`src/rtl/emugen_pkg.sv`:
```
// Shared definitions for the multi-channel spill/trigger emulator:
// sequencer state encoding, LFSR tap mask and default LFSR seed.
package emugen_pkg;

    typedef enum logic [1:0] {
        IDLE,
        ON,
        OFF
    } state_t;

    // Fibonacci taps 16,14,13,11 expressed as a mask on bits [15:0]
    localparam logic [15:0] LFSR_TAPS    = 16'hB400;
    localparam logic [15:0] DEFAULT_SEED = 16'hACE1;

    function automatic logic [15:0] lfsr_next(input logic [15:0] q);
        return {q[14:0], ^(q & LFSR_TAPS)};
    endfunction

endpackage

```
`src/rtl/lfsr16.sv`:
```
// 16-bit Fibonacci LFSR used as the period jitter source.
// Only built when EMUGEN_JITTER_EN is defined; otherwise the emulator
// has no random source and this file contributes no module.
`ifdef EMUGEN_JITTER_EN
module lfsr16
    import emugen_pkg::*;
(
    input  logic        clk,
    input  logic        rst,
    input  logic [15:0] seed,
    output logic [15:0] out
);

    // Reseed on reset, then advance one step every clock
    always_ff @(posedge clk or posedge rst) begin
        if (rst) begin
            out <= seed;
        end else begin
            out <= lfsr_next(out);
        end
    end

endmodule
`endif

```
`src/rtl/emugen_multi.sv`:
```
// Multi-channel spill/trigger emulator: IDLE/ON/OFF spill sequencer with
// NCH phase-staggered periodic trigger pulses during ON, shadowed run-time
// timing config, and spill/trigger counters.
// Optional feature macro: EMUGEN_JITTER_EN (adds LFSR period jitter).
module emugen_multi
    import emugen_pkg::*;
#(
    parameter int unsigned NCH      = 4,
    parameter int unsigned CNTW     = 24,
    parameter int unsigned PERIOD   = 40,
    parameter int unsigned CYCLEON  = 1000,
    parameter int unsigned CYCLEOFF = 500,
    parameter int unsigned PHASE    = 10,
    parameter int unsigned WIDTH    = 1,
    parameter logic [15:0] JMASK    = 16'd15,
    parameter logic [15:0] SEED     = DEFAULT_SEED
) (
    input  logic            clk,
    input  logic            rst,
    input  logic            enable,
    input  logic            cfg_wr,
    input  logic [CNTW-1:0] cfg_period,
    input  logic [CNTW-1:0] cfg_on,
    input  logic [CNTW-1:0] cfg_off,
    input  logic [CNTW-1:0] cfg_phase,
    output logic            cfg_pend,
    output logic            spill,
    output logic [NCH-1:0]  trig,
    output logic [15:0]     spill_cnt,
    output logic [CNTW-1:0] trig_cnt
);

    // Period counter is one bit wider so period + jitter cannot overflow;
    // channel offsets need room for (NCH-1) * phase.
    localparam int unsigned PW = CNTW + 1;
    localparam int unsigned OW = CNTW + 5;

    function automatic logic [CNTW-1:0] clamp1(input logic [CNTW-1:0] v);
        return (v == '0) ? CNTW'(1) : v;
    endfunction

    state_t          state, state_n;
    logic [CNTW-1:0] ocnt, ocnt_n;
    logic [PW-1:0]   pcnt, pcnt_n;
    logic [PW-1:0]   plen, plen_n;
    logic [PW-1:0]   jit;
    logic            enter;

    logic [CNTW-1:0] act_period, act_on, act_off, act_phase;
    logic [CNTW-1:0] sh_period, sh_on, sh_off, sh_phase;
    logic [CNTW-1:0] wr_period, wr_on, wr_off;
    logic [CNTW-1:0] e_period, e_phase, ph_sel;
    logic [NCH-1:0]  trig_n;

`ifdef EMUGEN_JITTER_EN
    logic [15:0] lfsr_q;

    lfsr16 u_lfsr (
        .clk  (clk),
        .rst  (rst),
        .seed (SEED),
        .out  (lfsr_q)
    );

    assign jit = PW'(lfsr_q & JMASK);
`else
    logic unused_jitter;

    assign unused_jitter = ^{JMASK, SEED};
    assign jit           = '0;
`endif

    assign wr_period = clamp1(cfg_period);
    assign wr_on     = clamp1(cfg_on);
    assign wr_off    = clamp1(cfg_off);

    // Config that becomes active on ON entry: a write in IDLE takes effect
    // at once, otherwise a pending shadow is promoted.
    always_comb begin
        e_period = act_period;
        e_phase  = act_phase;
        if (state == IDLE && cfg_wr) begin
            e_period = wr_period;
            e_phase  = cfg_phase;
        end else if (cfg_pend) begin
            e_period = sh_period;
            e_phase  = sh_phase;
        end
    end

    // Next-state, phase-length and period-position logic
    always_comb begin
        state_n = state;
        ocnt_n  = ocnt;
        pcnt_n  = pcnt;
        plen_n  = plen;
        enter   = 1'b0;
        if (!enable) begin
            state_n = IDLE;
        end else begin
            unique case (state)
                IDLE: enter = 1'b1;
                ON: begin
                    if (ocnt == act_on - CNTW'(1)) begin
                        state_n = OFF;
                        ocnt_n  = '0;
                    end else begin
                        ocnt_n = ocnt + CNTW'(1);
                    end
                    if (pcnt == plen - PW'(1)) begin
                        pcnt_n = '0;
                        plen_n = {1'b0, act_period} + jit;
                    end else begin
                        pcnt_n = pcnt + PW'(1);
                    end
                end
                OFF: begin
                    if (ocnt == act_off - CNTW'(1)) begin
                        enter = 1'b1;
                    end else begin
                        ocnt_n = ocnt + CNTW'(1);
                    end
                end
                default: state_n = IDLE;
            endcase
        end
        if (enter) begin
            state_n = ON;
            ocnt_n  = '0;
            pcnt_n  = '0;
            plen_n  = {1'b0, e_period} + jit;
        end
    end

    // Per-channel window decode on the next period position
    always_comb begin
        logic [OW-1:0] offk;
        ph_sel = enter ? e_phase : act_phase;
        trig_n = '0;
        offk   = '0;
        for (int unsigned k = 0; k < NCH; k++) begin
            offk      = OW'(k) * OW'(ph_sel);
            trig_n[k] = (state_n == ON) && (OW'(pcnt_n) >= offk)
                        && (OW'(pcnt_n) < offk + OW'(WIDTH));
        end
    end

    // Sequencer state and timing counters
    always_ff @(posedge clk or posedge rst) begin
        if (rst) begin
            state <= IDLE;
            ocnt  <= '0;
            pcnt  <= '0;
            plen  <= PW'(1);
        end else begin
            state <= state_n;
            ocnt  <= ocnt_n;
            pcnt  <= pcnt_n;
            plen  <= plen_n;
        end
    end

    // Active/shadow config registers and the pending flag
    always_ff @(posedge clk or posedge rst) begin
        if (rst) begin
            act_period <= CNTW'(PERIOD);
            act_on     <= CNTW'(CYCLEON);
            act_off    <= CNTW'(CYCLEOFF);
            act_phase  <= CNTW'(PHASE);
            sh_period  <= CNTW'(PERIOD);
            sh_on      <= CNTW'(CYCLEON);
            sh_off     <= CNTW'(CYCLEOFF);
            sh_phase   <= CNTW'(PHASE);
            cfg_pend   <= 1'b0;
        end else if (state == IDLE && cfg_wr) begin
            act_period <= wr_period;
            act_on     <= wr_on;
            act_off    <= wr_off;
            act_phase  <= cfg_phase;
            sh_period  <= wr_period;
            sh_on      <= wr_on;
            sh_off     <= wr_off;
            sh_phase   <= cfg_phase;
            cfg_pend   <= 1'b0;
        end else begin
            // promotion uses the old shadow; a same-edge write stays pending
            if (enter && cfg_pend) begin
                act_period <= sh_period;
                act_on     <= sh_on;
                act_off    <= sh_off;
                act_phase  <= sh_phase;
            end
            if (cfg_wr) begin
                sh_period <= wr_period;
                sh_on     <= wr_on;
                sh_off    <= wr_off;
                sh_phase  <= cfg_phase;
                cfg_pend  <= 1'b1;
            end else if (enter) begin
                cfg_pend <= 1'b0;
            end
        end
    end

    // Registered outputs and spill/trigger counters
    always_ff @(posedge clk or posedge rst) begin
        if (rst) begin
            spill     <= 1'b0;
            trig      <= '0;
            spill_cnt <= '0;
            trig_cnt  <= '0;
        end else begin
            spill <= (state_n == ON);
            trig  <= trig_n;
            if (enter) begin
                spill_cnt <= spill_cnt + 16'd1;
                trig_cnt  <= CNTW'(trig_n[0]);
            end else if (trig_n[0] && !trig[0] && trig_cnt != '1) begin
                trig_cnt <= trig_cnt + CNTW'(1);
            end
        end
    end

endmodule

```
`config.mk`:
```
export PLATFORM = sky130hd
export DESIGN_NAME = emugen_multi
export DESIGN_NICKNAME = d
export VERILOG_FILES = /design/src/rtl/emugen_pkg.sv /design/src/rtl/lfsr16.sv /design/src/rtl/emugen_multi.sv
export SDC_FILE = /design/constraint.sdc
export NUM_CORES = 1
export LEC_CHECK = 0
export ABC_AREA = 1
export CAP_MARGIN = 25
export CORE_MARGIN = 2
export CORE_UTILIZATION = 60
export DETAILED_ROUTE_END_ITERATION = 10
export HOLD_SLACK_MARGIN = 0.08
export PLACE_DENSITY = 0.8
export SLEW_MARGIN = 0
export SYNTH_ARGS = -nofsm -noshare
export SYNTH_HDL_FRONTEND = slang
export SYNTH_SLANG_ARGS = --single-unit
export TNS_END_PERCENT = 30
```
`constraint.sdc`:
```
create_clock -name clk -period 17.4 [get_ports clk]
set_input_delay 4.35 -clock clk [delete_from_list [all_inputs] [get_ports clk]]
set_output_delay 4.35 -clock clk [all_outputs]
set_load 0.05 [all_outputs]
```
# [Word-level counts from Yosys, hierarchy flattened]
# Cells that the tools add are included.
[word_totals] reg_bits=314 in_bits=100 output_inout_bits=46
[op_classes] n_lt_le_gt_ge=8 reduce_logical=28 eq_ne=8 muxes=49 n_addsub=10 mul=1
[ops] op="24-bit two-way mux" n=30
[ops] op="25-bit two-way mux" n=8
[ops] op="24-bit zero test" n=3
[ops] op="24-bit by 1-bit adder with 24-bit output (second input constant)" n=2
[ops] op="24-bit equality test" n=2
[ops] op="24-bit case mux with 2 select lines" n=1
[ops] op="24-bit by 1-bit subtractor with 24-bit output (second input constant)" n=2
[ops] op="26-bit by 1-bit adder with 27-bit output (second input constant)" n=1
[ops] op="25-bit by 27-bit < comparator with 1-bit output" n=1
[ops] op="25-bit by 1-bit adder with 26-bit output (second input constant)" n=1
[ops] op="25-bit by 26-bit greater-or-equal comparator with 1-bit output" n=1
[ops] op="25-bit by 26-bit < comparator with 1-bit output" n=1
[ops] op="2-bit by 24-bit multiplier with 26-bit output (first input constant)" n=1
[ops] op="24-bit by 1-bit adder with 25-bit output (second input constant)" n=1
[ops] op="25-bit by 1-bit adder with 25-bit output (second input constant)" n=1
[ops] op="25-bit equality test" n=1
[ops] op="25-bit by 1-bit greater-or-equal comparator with 1-bit output (second input constant)" n=1
[ops] op="25-bit by 24-bit greater-or-equal comparator with 1-bit output" n=1
[ops] op="25-bit greater-or-equal comparator" n=1
[ops] op="25-bit by 1-bit < comparator with 1-bit output (second input constant)" n=1
[ops] op="25-bit < comparator" n=1
[ops] op="25-bit by 1-bit subtractor with 25-bit output (second input constant)" n=1
[ops] op="24-bit != test (second input constant)" n=1
[ops] op="16-bit by 1-bit adder with 16-bit output (second input constant)" n=1
[ops] op="14 further kinds" n=39

# [Depth between registers and ports, before layout]
# Gate-level depths: netlist of the first run.
[logic_depth] ltp_word=13 ltp_mapped=52

# [Worst setup path after synthesis of the first run]
# Ideal clock, no wire load.
[synth_path] kind="input -> register" from="in cfg_wr" to="reg trig[3]" path_buffers=3 slack_ns=8.543 setup_time_ns=0.113 t_arrival_ns=8.744 stages=29 required_ns=17.287 path_cell_list="inv_2 nor3_1 clkbuf_1 clkbuf_1 clkbuf_1 o21ai_0 inv_1 o21ai_0 ha_1 nand3_1 o21ai_1 a21oi_1 nand2_1 nand2_1 inv_1 nand4_4 xor2_1 ha_1 nand4_1 a2111oi_0 o2111ai_1 inv_1 nor2_1 o221ai_1 nand3_1 nand3b_1 nand3_1 nand2_1 inv_1"
[synth_between] elab_chain_len=7
[synth_rtl] item="start, declared" line_no="emugen_multi.sv:21" rtl="input logic cfg_wr,"
[synth_rtl] item="1-bit logical AND *" line_no="emugen_multi.sv:82" rtl="if (state == IDLE && cfg_wr) begin"
[synth_rtl] item="24-bit two-way mux *" line_no="emugen_multi.sv:82"
[synth_rtl] item="24-bit two-way mux *" line_no="emugen_multi.sv:138" rtl="ph_sel = enter ? e_phase : act_phase;"
[synth_rtl] item="2-bit by 24-bit multiplier with 26-bit output *" line_no="emugen_multi.sv:142" rtl="offk = OW'(k) * OW'(ph_sel);"
[synth_rtl] item="26-bit by 1-bit adder with 27-bit output or 25-bit by 26-bit greater-or-equal comparator with 1-bit output (tied branches)" line_no="emugen_multi.sv:144, emugen_multi.sv:143"
[synth_rtl] item="25-bit by 27-bit < comparator with 1-bit output or 1-bit logical AND (tied branches)" line_no="emugen_multi.sv:144, emugen_multi.sv:143"
[synth_rtl] item="1-bit logical AND *" line_no="emugen_multi.sv:144" rtl="&& (OW'(pcnt_n) < offk + OW'(WIDTH));"
[synth_rtl] item="net trig_n[3]" line_no="emugen_multi.sv:53" rtl="logic [NCH-1:0] trig_n;"
[synth_rtl] item="end signal, assigned" line_no="emugen_multi.sv:214" rtl="trig <= trig_n;"
[synth_rtl] item="end, declared" line_no="emugen_multi.sv:28" rtl="output logic [NCH-1:0] trig,"
# Mark *: on every way through the listed nets, which the timed path passes. The rest lies on a longest branch.
# A chain may end at the register's enable or synchronous reset.

# [Final worst setup path of the first run]
# Ends and elaborated chain as after synthesis.

==> impl_metrics.json, run 1 <==
{
  "outcome": "completed",
  "die-area_mm2": 0.0431,
  "coreArea_mm2": 0.0408,
  "overflow": 0,
  "ys_ff_latch": 313,
  "nets": 3892,
  "synth.cell_area_mm2": 0.0249,
  "die_h_um": 208,
  "fp.dieW_um": 208,
  "wire_per_inst_um": 18.3,
  "insertion_delay_ps": 590,
  "num_vias": 24900,
  "placed_area_mm2": 0.0267,
  "cts_setup_buffers": 0,
  "wl_mm": 77.1,
  "largest_reg_flops": 25,
  "cellPowerDensity_mw_per_mm2": 121,
  "dp_hpwl_mm": 57.6,
  "skew_ps": 39.0,
  "mostFrequentLayoutCell": "nand2_1",
  "cts_max_path_buffers": 3,
  "netlist_instances": 3565,
  "setup-tns-final_ps": 0,
  "drive_above_1_share": 0.0801,
  "crit_arrival_ps": 11730,
  "synth_edf_count": 0,
  "setup.worst_path.end_class": "flop",
  "instances_no_fill": 4213,
  "n_fill_cell": 3523,
  "path_clk_slew_ps": 80,
  "num_rows": 74,
  "cts_root_buf": "clkbuf_16",
  "whs_path_depth": 2,
  "gp_congestion": 0.969,
  "multi_input_area_mm2": 0.0146,
  "grt_max_degree": 130,
  "start_kind": "input port",
  "leakagePower_nw": 13.2,
  "crit_required_ps": 17900,
  "route.detailed.drc": 0,
  "design.portCount": 146,
  "synth_top_area_share": 0.282,
  "final_cell_mix": "nand2_1, inv_1, o21ai_0",
  "slowest_stage": "buf_4",
  "antenna_found_initial": 3,
  "cpPeakStageDelay_ps": 730,
  "min_path_type": "flop to flop",
  "routed_via_density": 5.90,
  "htree_levels": 2,
  "regArea_mm2": 0.00788,
  "initial_core_util": 0.609,
  "diodes": 0,
  "final-setup-viol-count": 0,
  "syn2layout_area_growth_pct": 12.3,
  "min_period_ps": 11240,
  "timing.fmax_ghz": 0.0890,
  "port_buffers": 145,
  "maxSlewHeadroom": 0.347,
  "netlist_top_cells_area": "dfrtp_1, nand2_1, inv_1",
  "peakVddDrop_mv": 0.0959,
  "finalInstanceArea_mm2": 0.0279,
  "synth_nets": 3803,
  "slew_violations": 0,
  "cts_tree": "yes",
  "drt_pass1_iterations": 8,
  "crit_fanout": 127,
  "avgSynthCellArea_um2": 6.97,
  "grt_pass1_vias": 23900,
  "crit_type": "input port to flop",
  "r2r_cells": 39,
  "grt_use_total": 0.355,
  "cts_made_buffers": 37,
  "dpl.cell_count": 4145,
  "yosysWarnings": 0,
  "grt_pass1_wl_mm": 124,
  "hold_buffers": 0,
  "synth_flop_cell": "dfrtp_1",
  "fin_crit_sh": 0.646,
  "synth_top_area_cell": "dfrtp_1",
  "synth_cell_type_count": 67,
  "fin_util": 0.684,
  "top_register": "pcnt",
  "hold_viol": 0,
  "seq_area_frac_synth": 0.317,
  "clock_sinks": 313,
  "cts_resized": 0,
  "rsz0062_at_grt": "false",
  "ys_async_sr_fraction": 1.00,
  "drtIter0Drc": 2494,
  "worst_slew_pin_slew_ps": 976,
  "drv_cap": 0,
  "ant_nets": 0
}
## per-layer routing
layer  vias to the layer above  wire (µm)  global-route usage
li1                      11900          -                   -
met1                     11700      33000               0.479
met2                      1040      34900               0.564
met3                       180       6330              0.0713
met4                         4       2880               0.135
met5                         -         18                   0
## final timing paths
path	from	end	slack [ps]
worst max-delay path	cfg_wr	trig[3]	6160
worst min-delay path	sh_phase[1]	sh_phase[1]	480
worst max register to register	act_off[0]	trig[3]	10160
worst min register to register	sh_phase[1]	sh_phase[1]	480
max in group asynchronous	rst	act_on[15]	11530
min in group asynchronous	rst	trig_cnt[11]	4370
## cell families after synthesis
kind of cell,synth area share
mux,0.000403
xor+xnor,0.0659
flops,0.317
compound gates,0.143
fa+ha+maj,0.0694
simple gates,0.307
buf+inv,0.0972
## power breakdown
group	switching (W)	leakage, nW	internal [W]
combinational	0.00108	8.78	0.000553
clock	0.000335	0.583	0.000429
sequential	0.000134	3.84	0.000858
total	0.00155	13.2	0.00184
## worst max-delay path, delay by kind of cell
family / cells / cell delay, ps
compound gates: 7 / 1690
xor+xnor: 1 / 170
fa+ha+maj: 2 / 780
buf+inv: 9 / 2570
simple gates: 13 / 1990
## layout make-up
class,count,share of cell area
Sequential cell,313,0.282
Clock inverter,15,0.00497
Timing Repair Buffer,170,0.0595
Tap cell,532,0.0238
Multi-Input combinational cell,2624,0.523
Inverter,508,0.0688
Clock buffer,51,0.0376
## Yosys cell counts, drive strengths merged (18+ instances only)
cell type	number
nor3	80
dfstp	33
o211ai	77
buf	18
nand3	207
inv	506
a31oi	33
ha	138
o22ai	23
xnor2	34
clkbuf	102
nor2	315
a21oi	106
nand3b	18
nor4	38
dfrtp	280
o21ai	308
or2	20
nand4	78
o221ai	21
xor2	151
nand2	921
## metrics by stage
stage	setup slack, ps	hold slack [ps]	power, W
2_1_floorplan	4450	442	0.00218
3_3_place_gp	5950	457	0.00254
3_5_place_dp	5670	468	0.00260
4_1_cts	6260	477	0.00337
5_1_grt	5580	502	0.00365
6_report	6160	475	0.00339
Note: power is estimated with default switching activity, not from simulation.
==> run 2, diff against run 1 <==
- CORE_UTILIZATION: 60 -> 56
- PLACE_DENSITY: 0.8 -> 0.79
- clock period: 17.4 -> 9.7 ns (I/O delays scaled with it)
==> impl_metrics.json, run 2 (synthesis results as in run 1) <==
{
  "grt_pass1_wl_mm": 118,
  "switchingPower_w": 0.00271,
  "port_buffers": 145,
  "num_rows": 77,
  "regArea_mm2": 0.00788,
  "nets": 3897,
  "setup-tns-final_ps": 0,
  "hold_buffers": 0,
  "cts_root_buf": "clkbuf_16",
  "reg2reg_slack_ps": 2720,
  "largest_reg_flops": 25,
  "gp_congestion": 0.975,
  "layout_setup_ws_ps": 1470,
  "p_clk_frac": 0.238,
  "crit_type": "input port to flop",
  "drive_above_1_share": 0.0814,
  "design.portCount": 146,
  "antenna_found_initial": 1,
  "cts_setup_buffers": 0,
  "switching_share": 0.442,
  "peakVddDrop_mv": 0.161,
  "slowest_stage": "a2111oi_0",
  "mostFrequentLayoutCell": "nand2_1",
  "power.internal_w": 0.00343,
  "crit_arrival_ps": 8650,
  "drv_cap": 0,
  "cts_made_buffers": 35,
  "die-area_mm2": 0.0461,
  "leakagePower_nw": 13.3,
  "setup.worst_path.end_class": "flop",
  "route.detailed.drc": 0,
  "htree_levels": 2,
  "final_cell_mix": "nand2_1, inv_1, o21ai_0",
  "coreArea_mm2": 0.0440,
  "dp_hpwl_mm": 54.3,
  "fp.dieW_um": 215,
  "cts_tree": "yes",
  "cts_max_path_buffers": 3,
  "maxSlewHeadroom": 0.318,
  "cp_common_cell": "nand2_1",
  "cpPeakStageDelay_ps": 750,
  "multi_input_area_mm2": 0.0146,
  "drtIter0Drc": 2147,
  "cellPowerDensity_mw_per_mm2": 218,
  "wl_mm": 72.1,
  "grt_pass1_vias": 22600,
  "fin_crit_sh": 0.848,
  "timing.fmax_ghz": 0.122,
  "die_h_um": 215,
  "top_register": "pcnt",
  "skew_ps": 13.2,
  "hold_viol": 0,
  "drt_pass1_iterations": 8,
  "syn2layout_area_growth_pct": 13.2,
  "grt_use_total": 0.312,
  "grt_max_degree": 170,
  "seqPwrFrac": 0.288,
  "initial_core_util": 0.565,
  "rsz0062_at_grt": "false",
  "start_kind": "input port",
  "routed_via_density": 5.62,
  "overflow": 0,
  "clock_sinks": 313,
  "crit_fanout": 85,
  "path_clk_slew_ps": 60,
  "num_vias": 24000,
  "min_period_ps": 8230,
  "slew_violations": 0,
  "ant_nets": 0,
  "worst_slew_pin_slew_ps": 1020,
  "wire_per_inst_um": 16.9,
  "crit_required_ps": 10130,
  "min_path_type": "flop to flop",
  "outcome": "completed",
  "n_fill_cell": 3972,
  "diodes": 0,
  "final-setup-viol-count": 0,
  "place_ws_ps": 982,
  "cts_resized": 0,
  "p_comb_frac": 0.474,
  "insertion_delay_ps": 530
}
## run 2: cell count changes in the layout (fill, tap and decap cells not counted), moves of 2 or more
cell / before / now
bufinv_16: 0 / 6
clkbuf_1: 7 / 5
buf_4: 24 / 29
a211oi_1: 4 / 6
a211oi_2: 2 / 0
clkinv_2: 8 / 3
clkbuf_16: 37 / 35
clkinvlp_4: 2 / 4
## run 2: metrics by stage
| stage | util | cells | power [W] | instance area (µm²) | hold WS [ps] |
|---|---|---|---|---|---|
| after CTS | 0.638 | 4276 | 0.00611 | 28100 | 476 |
| after floorplan | - | 3565 | 0.00390 | 24900 | 442 |
| after global routing | 0.639 | 4278 | 0.00660 | 28100 | 491 |
| final | 0.639 | 4278 | 0.00613 | 28100 | 474 |
| after global placement | 0.609 | 4211 | 0.00460 | 26800 | 457 |
| after detailed placement | 0.609 | 4212 | 0.00464 | 26800 | 468 |
## run 2: worst paths after layout
check,to,cells after the start,start
setup / recovery,trig[3],34,cfg_wr
hold / removal,spill_cnt[15],1,spill_cnt[15]
setup reg to reg,trig[3],39,act_off[0]
hold reg to reg,spill_cnt[15],1,spill_cnt[15]
max in group asynchronous,sh_off[11],3,rst
min in group asynchronous,trig_cnt[22],2,rst
## run 2: layout make-up
cell class              instances  share of cell area
flip-flops and latches        313               0.280
repair buffers                177              0.0618
inverters                     508              0.0682
well taps                     592              0.0263
multi-input cells            2624               0.519
clock inverters                16             0.00898
clock buffers                  48              0.0357
## run 2: metal layers
layer	wire (µm)	global-route usage	up-vias
met2	32100	0.496	861
met5	9	0	-
met1	32500	0.439	11100
met4	2040	0.0900	2
met3	5440	0.0501	132
li1	-	-	11900
## run 2: critical path: cells and delay by family
family	cells	cell delay, ps
AND/OR/NAND/NOR	19	2310
AO/OA/AOI/OAI	4	1410
XOR/XNOR	1	170
adder cells (fa/ha/maj)	2	500
buffers and inverters	8	1790
## run 2: power groups by stage
| stage | Sequential (W) | Combinational (W) | Clock [W] |
|---|---|---|---|
| after floorplan | 0.00178 | 0.00213 | 0 |
| after global placement | 0.00178 | 0.00282 | 0 |
| after detailed placement | 0.00178 | 0.00286 | 0 |
| after CTS | 0.00176 | 0.00287 | 0.00147 |
| after global routing | 0.00180 | 0.00328 | 0.00152 |
| final | 0.00177 | 0.00291 | 0.00146 |
==> run 3, diff against run 2 <==
- clock period: 9.7 -> 6.58 ns (I/O delays scaled with it)
==> impl_metrics.json, run 3 (synthesis results as in run 1) <==
{
  "dp_hpwl_mm": 54.1,
  "outcome": "completed",
  "coreArea_mm2": 0.0440,
  "insertion_delay_ps": 550,
  "nets": 3931,
  "cp_common_cell": "nand2_1",
  "slew_violations": 0,
  "whs_ps": 473,
  "overflow": 0,
  "port_buffers": 145,
  "cts_root_buf": "clkbuf_16",
  "drv_cap": 0,
  "top_register": "pcnt",
  "ant_nets": 0,
  "die-area_mm2": 0.0461,
  "wl_mm": 71.1,
  "crit_arrival_ps": 6510,
  "multi_input_area_mm2": 0.0147,
  "hold_viol": 0,
  "min_period_ps": 6080,
  "final_cell_mix": "nand2_1, inv_1, o21ai_0",
  "peakVddDrop_mv": 0.229,
  "grt_pass1_vias": 22700,
  "cellPowerDensity_mw_per_mm2": 320,
  "fin_crit_sh": 0.924,
  "initial_core_util": 0.565,
  "grt_use_total": 0.307,
  "htree_levels": 2,
  "cts_max_path_buffers": 3,
  "route.detailed.drc": 0,
  "drt_pass1_iterations": 6,
  "place_ws_ps": -72.1,
  "gp_congestion": 1.00,
  "fin_util": 0.646,
  "clock_sinks": 313,
  "drive_above_1_share": 0.0917,
  "num_rows": 77,
  "path_buf_inv": 8,
  "maxSlewHeadroom": 0.315,
  "layout_setup_ws_ps": 499,
  "cpLargestDelayFamily": "simple AND/OR/NAND/NOR gates",
  "crit_fanout": 17,
  "worst_slew_pin_slew_ps": 1030,
  "setup.worst_path.end_class": "flop",
  "largest_reg_flops": 25,
  "die_h_um": 215,
  "antenna_found_initial": 0,
  "path_clk_slew_ps": 60,
  "instances_no_fill": 4312,
  "min_path_type": "flop to flop",
  "syn2layout_area_growth_pct": 14.5,
  "start_kind": "input port",
  "diodes": 0,
  "final-setup-viol-count": 0,
  "cts_tree": "yes",
  "grt_max_degree": 135,
  "fp.dieW_um": 215,
  "drtIter0Drc": 2256,
  "routed_via_density": 5.59,
  "grt_pass1_wl_mm": 116,
  "crit_type": "input port to flop",
  "timing.fmax_ghz": 0.164,
  "design.portCount": 146,
  "cpPeakStageDelay_ps": 530,
  "regArea_mm2": 0.00788,
  "n_fill_cell": 3964,
  "cts_made_buffers": 36,
  "skew_ps": 22.4,
  "leakagePower_nw": 13.4,
  "slowest_stage": "a2111oi_1",
  "num_vias": 24100,
  "wire_per_inst_um": 16.5,
  "crit_required_ps": 7010,
  "dpl.cell_count": 4246,
  "mostFrequentLayoutCell": "nand2_1"
}
==> run 3: cell count changes in the layout (fill, tap and decap cells not counted), sizes merged <==
cell / before / now
buf: 33 / 66
bufinv: 6 / 3
clkbuf: 48 / 56
clkinv: 6 / 8
clkinvlp: 4 / 1
inv: 508 / 505
==> run 3: metal layers <==
| layer | vias to the layer above | track usage | share of wire |
|---|---|---|---|
| li1 | 12000 | - | - |
| met4 | 0 | 0.0736 | 0.024 |
| met3 | 122 | 0.0416 | 0.069 |
| met1 | 11200 | 0.431 | 0.45 |
| met5 | - | 0 | 0 |
| met2 | 809 | 0.504 | 0.46 |
==> run 3: report_power, final <==
group / internal [W] / switching [W]
logic: 0.00154 / 0.00281
clock network: 0.00131 / 0.000827
registers: 0.00227 / 0.000346
total: 0.00512 / 0.00399
==> run 3: final timing paths <==
check / from / to / slack [ps] / cells after the start
min reg2reg: spill_cnt[15] / spill_cnt[15] / 470 / 1
max in group asynchronous: rst / act_on[19] / 3700 / 3
max: enable / trig[3] / 500 / 34
min: spill_cnt[15] / spill_cnt[15] / 470 / 1
max reg2reg: act_off[0] / trig[3] / 550 / 41
min in group asynchronous: rst / sh_period[16] / 1650 / 2
==> run 3: layout make-up <==
class                      count  share of cell area
inverter                     508              0.0674
clock inverter                 9             0.00475
tap                          592              0.0260
timing repair buffer         210              0.0694
clock buffer                  56              0.0400
multi-input combinational   2624               0.516
sequential                   313               0.277
==> run 3: stage by stage <==
step | cell area, µm² | TNS (ps) | power (W)
after global routing | 28500 | -11.6 | 0.00981
after CTS | 28400 | 0 | 0.00903
after global placement | 27100 | 0 | 0.00680
after detailed placement | 27100 | -72.1 | 0.00687
after floorplan | 24900 | 0 | 0.00576
final | 28500 | 0 | 0.00910
==> run 3: repair_timing <==
action	4_1_cts	5_1_grt
gates resized for setup	0	18
setup endpoints to repair	0	1
buffers inserted	0	1
hold buffers	0	0
==> run 3: worst register-to-register path: cells and delay by family (launching register included) <==
kind	cells	cell delay (ps)
flops	1	410
simple gates	26	3070
xor+xnor	1	80
compound gates	5	1030
buf+inv	5	430
fa+ha+maj	4	920
